## config.mk

```make
export PLATFORM = sky130hd
export DESIGN_NAME = sha256_digest_padder
export DESIGN_NICKNAME = d
export VERILOG_FILES = /design/src/rtl/sha256_pkg.sv /design/src/rtl/sha256_digest_padder.sv
export SDC_FILE = /design/constraint.sdc
export NUM_CORES = 1
export LEC_CHECK = 0
export BUFFER_PORTS_ARGS = -buffer_cell sky130_fd_sc_hd__buf_2
export CAP_MARGIN = 5
export CORE_AREA = 4 4 170 172
export DETAILED_ROUTE_END_ITERATION = 10
export DIE_AREA = 0 0 174 176
export GPL_ROUTABILITY_DRIVEN = 0
export PLACE_DENSITY = 0.71
export SYNTH_ARGS = -nofsm -noshare
export SYNTH_HDL_FRONTEND = slang
export SYNTH_SLANG_ARGS = --single-unit
```

## constraint.sdc

```tcl
create_clock -name CLK -period 7.8 [get_ports CLK]
set_clock_uncertainty 0.1 [all_clocks]
set_input_delay 0 -clock CLK [delete_from_list [all_inputs] [get_ports CLK]]
set_output_delay 0 -clock CLK [all_outputs]
set_load 0.02 [all_outputs]
```

## src/rtl/sha256_pkg.sv

```systemverilog
// Shared constants and state encoding for the double-SHA256 datapath.
// Also holds a helper that picks one 32-bit word out of a 256-bit digest.
package sha256_pkg;

  localparam logic [31:0] SHA256_PAD_WORD     = 32'h8000_0000;
  localparam int unsigned SHA256_BLOCK_WORDS  = 16;
  localparam int unsigned SHA256_DIGEST_WORDS = 8;

  typedef enum logic [1:0] {
    IDLE = 2'd0,
    SEND = 2'd1,
    DONE = 2'd2
  } pad_state_e;

  // Word 0 is the most significant 32 bits of the digest (H0).
  function automatic logic [31:0] digest_word(input logic [255:0] blk, input logic [2:0] i);
    logic [255:0] shifted;
    shifted = blk << {i, 5'b0};
    return shifted[255:224];
  endfunction

endpackage

```

## src/rtl/sha256_digest_padder.sv

```systemverilog
// Streams a captured 256-bit first-pass digest as the padded 16-word message block
// for the second SHA256 pass, under a valid/ready handshake.
module sha256_digest_padder
  import sha256_pkg::*;
#(
  parameter int unsigned LEN_BITS = 256
) (
  input  logic         CLK,
  input  logic         RST,
  input  logic         start,
  input  logic [255:0] block_in,
  output logic         busy,
  output logic         word_valid,
  input  logic         word_ready,
  output logic [31:0]  word_out,
  output logic [3:0]   word_idx,
  output logic         last,
  output logic         done
);

  localparam logic [31:0] LenWord  = 32'(LEN_BITS);
  localparam logic [3:0]  LastIdx  = 4'(SHA256_BLOCK_WORDS - 1);
  localparam logic [3:0]  PadIdx   = 4'(SHA256_DIGEST_WORDS);

  pad_state_e   state_q;
  logic [255:0] capture_q;
  logic [3:0]   idx_q;
  logic [31:0]  word_sel;

  always_ff @(posedge CLK or posedge RST) begin
    if (RST) begin
      state_q   <= IDLE;
      capture_q <= '0;
      idx_q     <= '0;
    end else begin
      case (state_q)
        IDLE: begin
          // Snapshot the digest so upstream memory is free to be rewritten.
          if (start) begin
            capture_q <= block_in;
            idx_q     <= '0;
            state_q   <= SEND;
          end
        end
        SEND: begin
          if (word_ready) begin
            idx_q <= idx_q + 4'd1;
            if (idx_q == LastIdx) state_q <= DONE;
          end
        end
        DONE:    state_q <= IDLE;
        default: state_q <= IDLE;
      endcase
    end
  end

  always_comb begin
    word_sel = '0;
    if (idx_q < PadIdx) begin
      word_sel = digest_word(capture_q, idx_q[2:0]);
    end else if (idx_q == PadIdx) begin
      word_sel = SHA256_PAD_WORD;
    end else if (idx_q == LastIdx) begin
      word_sel = LenWord;
    end
  end

  assign busy       = (state_q != IDLE);
  assign word_valid = (state_q == SEND);
  assign done       = (state_q == DONE);
  assign last       = word_valid && (idx_q == LastIdx);
  assign word_idx   = idx_q;
  assign word_out   = word_valid ? word_sel : 32'h0;

endmodule
```

# Yosys cells after proc, flatten, opt, wreduce, memory -nomap -nowiden
# Cells that the tools add are included.
# Widths: inputs -> output; s select.
[word_totals] register_bits=262 input_bits=260 out_inout_bits=40 word_cells=31
[op_classes] add_sub_neg=1 magnitude_cmp=1 n_eq_ne=7 n_shift=1 n_mux=11 reduce_logical=7
[ops] cell="$shl 256x8->256" n=1
[ops] cell="$mux 32" n=3
[ops] cell="$mux 9" n=1
[ops] cell="$eq 4x4->1 const B" n=2
[ops] cell="$mux 4" n=2
[ops] cell="$pmux 4 s2" n=1
[ops] cell="$mux 2" n=3
[ops] cell="$reduce_and 3->1" n=2
[ops] cell="$add 4x1->4 const B" n=1
[ops] cell="$lt 4x4->1 const B" n=1
[ops] cell="$ne 2x1->1 const B" n=2
[ops] cell="$pmux 2 s2" n=1
[ops] cell="$reduce_bool 2->1" n=2
[ops] cell="$eq 2x1->1 const B" n=1
[ops] cell="$eq 2x2->1 const B" n=1
[ops] cell="$logic_not 2->1" n=1
[ops] cell="$ne 2x2->1 const B" n=1
[ops] cell="$reduce_and 2->1" n=1
[ops] cell="$logic_and 1x1->1" n=1

# Longest topological paths before layout
[depth] depth_word=5 depth_mapped=8 ltp_nobuf=5

# Worst setup path after synthesis
# OpenSTA, ideal clock, no wires.
[synth_timing] path_type="reg2out" from="register idx_q[1] (netlist: word_idx[1])" to="output port word_out[31]" arrival_time_ns=1.807 required_time_ns=7.700 slack_ns=5.893 path_stages_with_launch=8 path_buffers=3 path_cell_list="dfrtp_1 > buf_4 > buf_6 > buf_2 > inv_1 > ha_1 > a2111oi_0 > a211oi_1"
[synth_between] elab_chain_cells=4 elab_cells_between_ends=6 classes_between="1 x order compare; 1 x eq/ne; 1 x shift; 3 x mux"
[synth_rtl] element="start: declaration" line="sha256_digest_padder.sv:27" text="logic [3:0] idx_q;"
[synth_rtl] element="start signal: assignment" line="sha256_digest_padder.sv:47" text="idx_q <= idx_q + 4'd1;"
[synth_rtl] element="branches (longest 2 deep; another with $shl 256x8->256)"
[synth_rtl] element="$mux 32 *" line="sha256_digest_padder.sv:59" text="if (idx_q < PadIdx) begin"
[synth_rtl] element="$mux 32 *" line="sha256_digest_padder.sv:73" text="assign word_out = word_valid ? word_sel : 32'h0;"
[synth_rtl] element="end: declaration" line="sha256_digest_padder.sv:15" text="output logic [31:0] word_out,"
# Every way passes the cells marked *.

# Final worst setup path
[layout_timing] from="register idx_q[0] (netlist: word_idx[0])" to="output port word_out[31]"
# Same word-level chain as after synthesis.

==> results_dict.tcl <==
set metrics [dict create \
    result_of_the_run "finished, final reports clean" \
    tightestPinTransition_ns 1.21 \
    area_delta_synth_final_pct 41.2 \
    path_max_fanout 51 \
    drt-vias-per-instance 5.16 \
    grt_pass1_wl_um 63800 \
    netlist-cell-type-count 32 \
    synth_enable_flop_cells 0 \
    number_of_hold_slack_violations_in_the_final_timing_report 0 \
    power_switching_mw 2.38 \
    holdWs_ns 0.0379 \
    grt_overflow_total 0 \
    crit_path_end_kind "primary output" \
    synthesis.area_per_instance_um2 9.51 \
    stdcell_area_mm2 0.0172 \
    drc 0 \
    grt_start_max_net_pins 257 \
    clock-sinks 262 \
    num-fill-cells 2126 \
    setup_viol 0 \
    post_route_cells_drive_above_1_share_pct 23.3 \
    final_net_count 2060 \
    die_h_um 176 \
    wl_um 40200 \
    ys_ff_latch 262 \
    ctsHtreeMaxLevel 1 \
    ctsRootBufferMaster "sky130_fd_sc_hd__clkbuf_16" \
    report.final.slew_viol_count 0 \
    io-pin-count 300 \
    first_global_vias 11900 \
    setup.worst_path.start_class "flip-flop" \
    mostFrequentLayoutCells "771 x sky130_fd_sc_hd__nand2_1, 299 x sky130_fd_sc_hd__buf_2, 260 x sky130_fd_sc_hd__dlygate4sd3_1" \
    dieArea_mm2 0.0306 \
    grtUsageTotal_pct 26.0 \
    post_cts.resized_instances 0 \
    synth_area_leader_cell "sky130_fd_sc_hd__dfrtp_1" \
    drt-pass1-iter-count 5 \
    cts_tree "built" \
    postCtsHoldBufs 260 \
    placeableCoreArea_mm2 0.0275 \
    floorplan.initialDensity_pct 44.3 \
    fin_cells 2171 \
    final_util_pct 62.6 \
    detail-route-antenna-nets 0 \
    synth_ff_type "sky130_fd_sc_hd__dfrtp_1" \
    detailedPlace.worstSlack_ns 4.88 \
    crit_arrival_ns 3.27 \
    cts.reportedPaths.clkPinSlew_ns 0.06 \
    endpoint_required_time_on_the_critical_path_ns 7.70 \
    p_leak_nw 8.99 \
    placed_area_mm2 0.0136 \
    seqCellArea_mm2 0.00657 \
    cts_buffer_depth 3 \
    synth.yosys.warnings 0 \
    routedWlPerCell_um 18.5 \
    synth-async-reset-ratio_pct 100 \
    initialDrtViolationCount 1095 \
    power_mw 6.36 \
    clk-insertion-delay-late_ns 0.53 \
    place.detailed.hpwl_um 22400 \
    min_path_type "in2async" \
    postSynthNetCount 1543 \
    period_minus_slack_ns 3.37 \
    final.period_utilization_pct 43.3 \
    dieWidth_um 174 \
    worst_slew_margin_rel_pct 19.4 \
    setup-tns-final_ns 0 \
    synth_top_cell_area_share_pct 53.8 \
    power-per-cell-area_mw_per_mm2 370 \
    maxCapViolations 0 \
    switching_share_pct 37.5 \
    final_worst_setup_slack_ns 4.43 \
    most_common_cell_after_layout_fill_and_taps_aside "sky130_fd_sc_hd__nand2_1" \
    post_synth_inst_count 1281 \
    p_clk_share_pct 22.5 \
    internal_pwr_total_mw 3.98 \
    top_achievable_clock_speed_mhz 296 \
    rsz_0062_raised_after_global_routing "no" \
    rows 61 \
    r2r_slack_ns 4.79 \
    vdd_ir_drop_max_mv 0.168 \
    synth.top_cells.by_area "sky130_fd_sc_hd__dfrtp_1 54%, sky130_fd_sc_hd__nand2_1 24%, sky130_fd_sc_hd__mux4_2 11%, sky130_fd_sc_hd__buf_6 3.1%, sky130_fd_sc_hd__mux2i_1 2.9%" \
    total_via_count_in_the_routed_design 11200 \
    synth.cell_area_mm2 0.0122 \
    seqPwrFrac_pct 38.4 \
    setup.worst_path.class "reg2out" \
    multi_input_comb_area_mm2 0.00499 \
    number_of_port_buffers 299 \
    antenna_violations_before_repair 4 \
    numCtsBuffers 29 \
    place.detailed.instances 1853 \
    postCtsSetupRepairBufs 0 \
    synth_seq_area_share_pct 53.8 \
    comb_power_share_pct 39.1 \
]
-- area by class of cell --
cell class | instances | area share, %
Clock buffer | 38 | 4.59
Clock inverter | 14 | 1.16
Multi-Input combinational cell | 933 | 29.0
Antenna cell | 6 | 0.0873
Timing Repair Buffer | 567 | 24.3
Sequential cell | 262 | 38.2
Tap cell | 346 | 2.52
Inverter | 5 | 0.153
-- metal layers --
| metal | vias to the layer above | track usage [%] | routed length, µm | part of all wire (%) |
|---|---|---|---|---|
| met5 | - | 0 | 0 | 0 |
| met1 | 5362 | 34.5 | 16300 | 40 |
| met2 | 575 | 41.0 | 18700 | 46 |
| li1 | 5090 | - | - | - |
| met4 | 0 | 13.6 | 2580 | 6.4 |
| met3 | 180 | 5.18 | 2700 | 6.7 |
-- critical path, stage by stage, from the launching register on --
cell	delay (ns)
sky130_fd_sc_hd__dfrtp_4	0.68
sky130_fd_sc_hd__buf_4	0.79
sky130_fd_sc_hd__inv_1	0.23
sky130_fd_sc_hd__ha_1	0.26
sky130_fd_sc_hd__a2111oi_0	0.45
sky130_fd_sc_hd__a211oi_1	0.09
sky130_fd_sc_hd__buf_2	0.23
-- flip-flops by register name, summed over array words and instances, names as in the netlist --
name       flops
state_q        2
word_idx       4
capture_q    256
-- kinds of logic after synthesis --
| logic type | synth area share [%] |
|---|---|
| simple gates | 25.8 |
| mux | 14.3 |
| xor+xnor | 0.144 |
| flops | 53.8 |
| buf+inv | 5.21 |
| fa+ha+maj | 0.205 |
| compound gates | 0.565 |
-- cells in the mapped netlist (4+ instances only) --
cell type,count
sky130_fd_sc_hd__dfrtp_1,262
sky130_fd_sc_hd__buf_6,33
sky130_fd_sc_hd__inv_1,5
sky130_fd_sc_hd__mux4_2,61
sky130_fd_sc_hd__mux2i_1,35
sky130_fd_sc_hd__clkbuf_1,8
sky130_fd_sc_hd__buf_2,33
sky130_fd_sc_hd__buf_4,6
sky130_fd_sc_hd__nand3_1,4
sky130_fd_sc_hd__nand2_1,771
sky130_fd_sc_hd__nor2_1,35
-- power groups by stage --
stage	registers, mW	logic, mW	clock network (mW)
after floorplan	2.23	1.83	0
after global placement	2.42	2.27	0
after detailed placement	2.44	2.33	0
after CTS	2.43	2.44	1.45
after global routing	2.52	2.73	1.51
final	2.44	2.48	1.43
-- final timing paths --
kind | endpoint | depth (start not counted) | from
worst max-delay path | word_out[31] | 6 | word_idx[0]$_DFFE_PP0P_
worst min-delay path | capture_q[101]$_DFFE_PP0P_ | 3 | RST
worst max register to register | state_q[0]$_DFFE_PP0P_ | 6 | word_idx[0]$_DFFE_PP0P_
worst min register to register | capture_q[167]$_DFFE_PP0P_ | 2 | capture_q[167]$_DFFE_PP0P_
max in group asynchronous | capture_q[132]$_DFFE_PP0P_ | 4 | RST
min in group CLK | capture_q[177]$_DFFE_PP0P_ | 4 | block_in[177]
Note: power is estimated with default switching activity, not from simulation.
